==> config.mk <==
export PLATFORM = sky130hd
export DESIGN_NAME = lsu_apb_bridge
export DESIGN_NICKNAME = d
export VERILOG_FILES = /design/src/rtl/lsu_apb_bridge.sv
export SDC_FILE = /design/constraint.sdc
export NUM_CORES = 1
export LEC_CHECK = 0
export ABC_CLOCK_PERIOD_IN_PS = 2200
export BUFFER_PORTS_ARGS = -buffer_cell sky130_fd_sc_hd__buf_4
export CORE_UTILIZATION = 45
export DETAILED_ROUTE_END_ITERATION = 10
export GPL_TIMING_DRIVEN = 0
export PLACE_DENSITY = 0.79
export SLEW_MARGIN = 20
export SYNTH_ARGS = -nofsm -noshare
export SYNTH_HDL_FRONTEND = slang
export SYNTH_SLANG_ARGS = --single-unit
==> constraint.sdc <==
create_clock -name clk -period 2.2 [get_ports clk]
set_clock_uncertainty 0.1 [all_clocks]
set_input_delay 0.11 -clock clk [delete_from_list [all_inputs] [get_ports clk]]
set_output_delay 0.11 -clock clk [all_outputs]
set_load 0.01 [all_outputs]
==> src/rtl/lsu_apb_bridge.sv <==
`default_nettype none
// ============================================================================
// Module   : lsu_apb_bridge
// Purpose  : RV32I data-bus to APB bridge with stall, byte lanes, load
//            extension, access timeout and error completion.
// Option   : MISALIGN_TRAP_EN - misaligned requests error out instead of
//            being aligned down.
// Revision : 1.0 - initial release
// ============================================================================
module lsu_apb_bridge #(
  parameter int ADDR_W  = 32,
  parameter int TIMEOUT = 16
) (
  input  logic              clk,
  input  logic              rst,
  input  logic              req_load,
  input  logic              req_store,
  input  logic [2:0]        func3,
  input  logic [ADDR_W-1:0] addr,
  input  logic [31:0]       wdata,
  output logic [31:0]       rdata_out,
  output logic              stall,
  output logic              done,
  output logic              err,
  output logic              psel,
  output logic              penable,
  output logic              pwrite,
  output logic [ADDR_W-1:0] paddr,
  output logic [31:0]       pwdata,
  output logic [3:0]        pstrb,
  input  logic [31:0]       prdata,
  input  logic              pready,
  input  logic              pslverr
);

  localparam int CNT_W = (TIMEOUT > 1) ? $clog2(TIMEOUT) : 1;
  localparam logic [CNT_W-1:0] c_to_last = (TIMEOUT > 0) ? CNT_W'(TIMEOUT - 1) : '0;
  localparam bit c_to_en = (TIMEOUT > 0);

  typedef enum logic [1:0] {
    S_IDLE   = 2'd0,
    S_SETUP  = 2'd1,
    S_ACCESS = 2'd2
  } state_t;

  state_t            r_state;
  logic [CNT_W-1:0]  r_wait;
  logic              r_store;
  logic [2:0]        r_func3;
  logic [1:0]        r_lane;
  logic              r_psel;
  logic              r_penable;
  logic              r_pwrite;
  logic [3:0]        r_pstrb;
  logic [ADDR_W-1:0] r_paddr;
  logic [31:0]       r_pwdata;

  logic        w_req;
  logic        w_bad_code;
  logic        w_misalign;
  logic        w_invalid;
  logic        w_start;
  logic [1:0]  w_lane;
  logic [3:0]  w_strb;
  logic [31:0] w_wlanes;
  logic        w_acc;
  logic        w_to;
  logic        w_idle_err;
  logic        w_done_acc;
  logic [7:0]  w_byte;
  logic [15:0] w_half;
  logic [31:0] w_load;

  // Request decode in IDLE: legality, lane and strobe selection.
  always_comb begin
    w_req      = req_load | req_store;
    w_bad_code = (req_load & req_store) || (func3 == 3'b011) || (func3[2:1] == 2'b11) ||
                 (req_store && func3[2]);
    w_misalign = ((func3[1:0] == 2'b01) && addr[0]) ||
                 ((func3[1:0] == 2'b10) && (addr[1:0] != 2'b00));
`ifdef MISALIGN_TRAP_EN
    w_invalid  = w_bad_code | w_misalign;
    w_lane     = addr[1:0];
`else
    w_invalid  = w_bad_code;
    w_lane     = w_misalign ? {addr[1] & ~func3[1], 1'b0} : addr[1:0];
`endif
    w_start    = (r_state == S_IDLE) && w_req && !w_invalid;

    w_strb = 4'b0000;
    if (req_store) begin
      case (func3[1:0])
        2'b00:   w_strb = 4'b0001 << w_lane;
        2'b01:   w_strb = w_lane[1] ? 4'b1100 : 4'b0011;
        default: w_strb = 4'b1111;
      endcase
    end

    case (func3[1:0])
      2'b00:   w_wlanes = {4{wdata[7:0]}};
      2'b01:   w_wlanes = {2{wdata[15:0]}};
      default: w_wlanes = wdata;
    endcase
  end

  // Load lane extraction and extension from the captured width code.
  always_comb begin
    case (r_lane)
      2'd0:    w_byte = prdata[7:0];
      2'd1:    w_byte = prdata[15:8];
      2'd2:    w_byte = prdata[23:16];
      default: w_byte = prdata[31:24];
    endcase
    w_half = r_lane[1] ? prdata[31:16] : prdata[15:0];
    case (r_func3)
      3'b000:  w_load = {{24{w_byte[7]}}, w_byte};
      3'b001:  w_load = {{16{w_half[15]}}, w_half};
      3'b100:  w_load = {24'd0, w_byte};
      3'b101:  w_load = {16'd0, w_half};
      default: w_load = prdata;
    endcase
  end

  always_comb begin
    w_acc      = (r_state == S_ACCESS);
    w_to       = c_to_en && w_acc && !pready && (r_wait == c_to_last);
    w_idle_err = (r_state == S_IDLE) && w_req && w_invalid;
    w_done_acc = w_acc && (pready || w_to);
  end

  assign done      = !rst && (w_idle_err || w_done_acc);
  assign err       = !rst && (w_idle_err || (w_acc && (pready ? pslverr : w_to)));
  assign rdata_out = (!rst && w_acc && pready && !pslverr && !r_store) ? w_load : 32'd0;
  assign stall     = w_req & ~done;

  assign psel    = r_psel;
  assign penable = r_penable;
  assign pwrite  = r_pwrite;
  assign pstrb   = r_pstrb;
  assign paddr   = r_paddr;
  assign pwdata  = r_pwdata;

  always_ff @(posedge clk) begin
    if (rst) begin
      r_state   <= S_IDLE;
      r_wait    <= '0;
      r_store   <= 1'b0;
      r_func3   <= 3'b000;
      r_lane    <= 2'b00;
      r_psel    <= 1'b0;
      r_penable <= 1'b0;
      r_pwrite  <= 1'b0;
      r_pstrb   <= 4'b0000;
      r_paddr   <= '0;
      r_pwdata  <= 32'd0;
    end else begin
      case (r_state)
        S_IDLE: begin
          if (w_start) begin
            r_state  <= S_SETUP;
            r_store  <= req_store;
            r_func3  <= func3;
            r_lane   <= w_lane;
            r_psel   <= 1'b1;
            r_pwrite <= req_store;
            r_pstrb  <= w_strb;
            r_paddr  <= {addr[ADDR_W-1:2], 2'b00};
            r_pwdata <= w_wlanes;
          end
        end
        S_SETUP: begin
          r_state   <= S_ACCESS;
          r_penable <= 1'b1;
          r_wait    <= '0;
        end
        S_ACCESS: begin
          if (w_done_acc) begin
            r_state   <= S_IDLE;
            r_psel    <= 1'b0;
            r_penable <= 1'b0;
            r_pwrite  <= 1'b0;
            r_pstrb   <= 4'b0000;
          end else begin
            r_wait <= r_wait + 1'b1;
          end
        end
        default: r_state <= S_IDLE;
      endcase
    end
  end

endmodule
`default_nettype wire

== Yosys cells after proc, flatten, opt, wreduce, memory -nomap -nowiden ==
Index checks and enable logic that the tools add are counted.
Word-level totals
  output and inout bits: 106
  register bits: 81
Operators by class
  add/subtract/negate cells: 1
  mux-type cells: 24
  bitwise operators: 6
  reductions and logical operators: 40
  eq/ne operators: 15
  shifts and indexed selects: 1
Operators with widths (count)
  $pmux 32 s4: 1
  $pmux 32 s2: 1
  $mux 32: 1
  $pmux 4 s2: 3
  $pmux 8 s3: 1
  $mux 4: 5
  $logic_and 1x1->1: 16
  $mux 16: 1
  $eq 2x2->1 const B: 4
  $reduce_and 2->1: 4
  $logic_or 1x1->1: 7
  $eq 2x1->1 const B: 3
  $eq 3x3->1 const B: 2
  $logic_not 2->1: 3
  $mux 2: 3
  $pmux 1 s2: 3
  $pmux 2 s3: 1
  $reduce_bool 2->1: 3
  $logic_not 1->1: 5
  $add 4x1->4 const B: 1
  $eq 4x4->1 const B: 1
  $mux 1: 4
  $ne 2x2->1 const B: 2
  $shl 1x2->4 const A: 1
  8 further kinds: 11

== Longest topological paths before layout ==
  depth after elaboration: 9
  gate-level depth with buffers: 8

== Worst setup path before layout ==
No wires, ideal clock.
  path kind: register -> output
  start point: reg r_lane[1]
  end point: out rdata_out[23]
  setup slack: 0.425 ns
  data arrival time: 1.565 ns
  path buffers: 2
  stages on the path, launching flop included: 7
  required time: 1.990 ns
  path through: dfxtp_1 -> buf_2 -> mux2i_1 -> nand2_1 -> a31oi_1 -> buf_2 -> nor3_1
On the way
  longest elaborated chain between the ends: 4
  elaborated cells between the ends (all ways): 7
  classes of those cells: 2 x eq/ne; 4 x mux; 1 x reduce/logical
Ends and longest elaborated chain
  start, declared: RTL line 50  | logic [1:0] r_lane;
  start signal, assigned: RTL line 163  | r_lane <= w_lane;
  $eq 2x2->1 (tied with other cells): RTL line 108  | case (r_lane)
  $pmux 8 s3: RTL line 108
  $pmux 32 s4 *: RTL line 115  | case (r_func3)
  $mux 32 *: RTL line 133  | assign rdata_out = (!rst && w_acc && pready && !pslverr && !r_store) ? w_load : 32'd0;
  end, declared: RTL line 21  | output logic [31:0] rdata_out,
Every way passes the cells marked *; elsewhere a longest branch is shown, timed or not.

== Worst setup path after layout ==
  start point: reg r_lane[1]
  end point: out rdata_out[5]
Same word-level chain as after synthesis.

==> impl_metrics.json <==
{
  "clock-root-buffer": "clkbuf_8",
  "path_class": "flip-flop to output pin",
  "drive_gt1_share_pct": 34.5,
  "p_leak_nw": 2.93,
  "period_share_pct": 95.4,
  "drt_wl_total_microns": 15600,
  "setup_viol": 0,
  "coreArea_sq_um": 8680,
  "track_usage_pct": 33.0,
  "synthCells": 533,
  "ios": 211,
  "port_buffers": 207,
  "yosys_warnings": 0,
  "power_mw": 3.85,
  "path_cells": "buf_6, clkbuf_8, mux2_2, nor2_1, a31oi_1, o221a_2, buf_4",
  "cp_slowest_cell": "mux2_2",
  "cp-end-kind": "output pin",
  "hold_viol": 0,
  "grt_pass1_wl_microns": 23100,
  "antenna_found_initial": 0,
  "nets": 912,
  "ir_drop_uv": 649,
  "synth_top_cell_area_share_pct": 40.6,
  "timing.fmax_mhz": 476,
  "p_comb_share_pct": 25.7,
  "overflow": 0,
  "cts_max_path_buffers": 2,
  "fp.dieH_microns": 96.3,
  "drtIter0Drc": 307,
  "timing.final.crit_period_ns": 2.10,
  "startpoint_type": "flip-flop",
  "drc": 0,
  "gp_congestion": 0.952,
  "cts_made_buffers": 9,
  "swShare_pct": 30.1,
  "clkPwrFrac_pct": 32.1,
  "grt_max_degree": 16,
  "postSynthAreaPerCell_sq_um": 7.50,
  "synth_top_area_cell": "dfxtp_1",
  "synth.area.top_cells": "dfxtp_1 41%, nand2_1 12%, a21oi_1 8.5%, mux2i_1 4.8%, nor2_1 3.5%",
  "tightest_slew_ns": 0.628,
  "num_rows": 34,
  "synth_ff_type": "dfxtp_1",
  "fp.dieW_microns": 96.3,
  "synthTopCellsByCount": "131 x nand2_1, 81 x dfxtp_1, 68 x a21oi_1, 37 x nor2_1, 35 x clkbuf_1",
  "outcome": "completed",
  "netlist_area_sq_um": 4000,
  "synth_edf_count": 0,
  "first_pass_iters": 8,
  "start_util_pct": 46.1,
  "area_growth_pct": 64.8,
  "seq_area_frac_synth_pct": 40.6,
  "finalMaxSlewViolations": 0,
  "n_antenna_cell": 0,
  "design_area_sq_um": 6590,
  "synth_seq_cells": 81,
  "dp_hpwl_microns": 10800,
  "clk_pin_slew_ns": 0.09,
  "crit_arrival_ns": 1.89,
  "slew_headroom_pct": 58.1,
  "place_area_sq_um": 5690,
  "wl_per_cell_microns": 16.9,
  "first_global_vias": 4688,
  "clk_latency_ns": 0.37,
  "p_seq_share_pct": 42.3,
  "htreeDepth": 3,
  "async_flop_share_pct": 0,
  "dieArea_sq_um": 9270,
  "rsz0062_at_grt": "false",
  "p_int_mw": 2.69,
  "critical-path-max-stage-delay_ns": 0.35,
  "p_sw_mw": 1.16,
  "worstPathRequired_ns": 1.99,
  "clkSinkCount": 81,
  "hold_class": "input port to flip-flop",
  "path_max_fanout": 10,
  "fin_util_pct": 75.9,
  "ant_nets": 0,
  "p_per_area_nw_per_um2": 585,
  "maxCapViolations": 0,
  "synth.distinct_cells": 36,
  "viasPerCell": 5.42,
  "cts_tree": "done",
  "synth.most_common_cell": "nand2_1",
  "num_vias": 4979
}
layer usage:
metal  wire [microns]  vias up  share of wire, %  track usage [%]
met5                0        -                 0                0
met4              674        0               4.3             18.3
met3             1280       61               8.2             7.50
met2             7740      265                50             59.0
met1             5880     2280                38             35.6
li1                 -     2373                 -                -
path summary, 6_finish.rpt:
kind         startpoint      endpoint  slack [ns]  cells after the start
max           r_lane[1]  rdata_out[5]        0.10                      7
min           wdata[22]    pwdata[22]       0.006                      3
max reg2reg  r_state[0]     paddr[24]        0.26                      7
min reg2reg  pwdata[25]    pwdata[25]        0.36                      2
critical path, delay by kind of cell, from the launching register on:
kind	cells	cell delay, ns
AO/OA/AOI/OAI	2	0.29
multiplexers	1	0.35
flip-flops	1	0.34
buffers and inverters	3	0.45
AND/OR/NAND/NOR	1	0.11
metrics by stage:
| step | setup TNS, ns | instances | worst slack, ns | hold WS, ns |
|---|---|---|---|---|
| 3_5_place_dp | -1.61 | 849 | -0.177 | 0.267 |
| 5_1_grt | 0 | 919 | 0.00101 | 0.00992 |
| 4_1_cts | 0 | 915 | 0.0246 | 0.00441 |
| 3_3_place_gp | -0.615 | 849 | -0.0943 | 0.256 |
| 6_report | 0 | 919 | 0.101 | 0.00592 |
| 2_1_floorplan | 0 | 534 | 0.425 | 0.146 |
placed cells by master (no fill, tap or decap), drive strengths merged, types with 9 or more instances in the layout:
cell type / n
inv: 20
mux2i: 19
dfxtp: 81
nor2b: 10
nor2: 37
nor3: 10
dlygate4sd3: 51
nand2b: 9
a211oi: 15
buf: 227
clkbuf: 40
a21oi: 68
o21ai: 17
a31oi: 9
nand3: 12
nand2: 131
final cells by class:
cell class                      instances  area, sq um
Clock inverter                          7          101
Fill cell                             617         2090
Buffer                                 44          215
Timing Repair Buffer                  265         2110
Tap cell                              108          135
Multi-Input combinational cell        387         2210
Clock buffer                            9          124
Inverter                               18         67.6
Sequential cell                        81         1620
kinds of logic (layout without fill, tap and decap cells):
logic type	Yosys count	count (layout)	synth area share, %
and+or+nand+nor	216	216	23.2
AOI/OAI and AO/OA	139	139	21.7
DFF	81	81	40.6
buffers and inverters	66	343	6.73
muxes	27	27	7.01
xor gates and xnor gates	2	2	0.438
adders and majority gates	1	1	0.313
other	1	2	0.0938
flip-flops by register name, summed over array words and instances, names as in the netlist:
register,count
paddr,30
r_store,1
r_func3,3
r_lane,2
r_state,2
penable,1
pstrb,4
r_wait,4
pwrite,1
pwdata,32
psel,1
power by group through the flow:
stage	Sequential [mW]	Combinational, mW	Clock (mW)
3_3_place_gp	1.65	0.830	0
2_1_floorplan	1.69	0.376	0
3_5_place_dp	1.65	0.846	0
5_1_grt	1.64	1.06	1.31
4_1_cts	1.62	0.946	1.23
6_report	1.63	0.989	1.24
timing repair:
action / 4_1_cts / 5_1_grt
hold buffers: 51 / 0
pin swaps: 1 / 3
buffers inserted: 1 / 5
endpoints found under the setup margin: 35 / 66
hold endpoints to repair: 52 / 0
resized for setup: 17 / 20
gates cloned: 0 / 1
No activity file was read; power rests on OpenSTA's default activity.
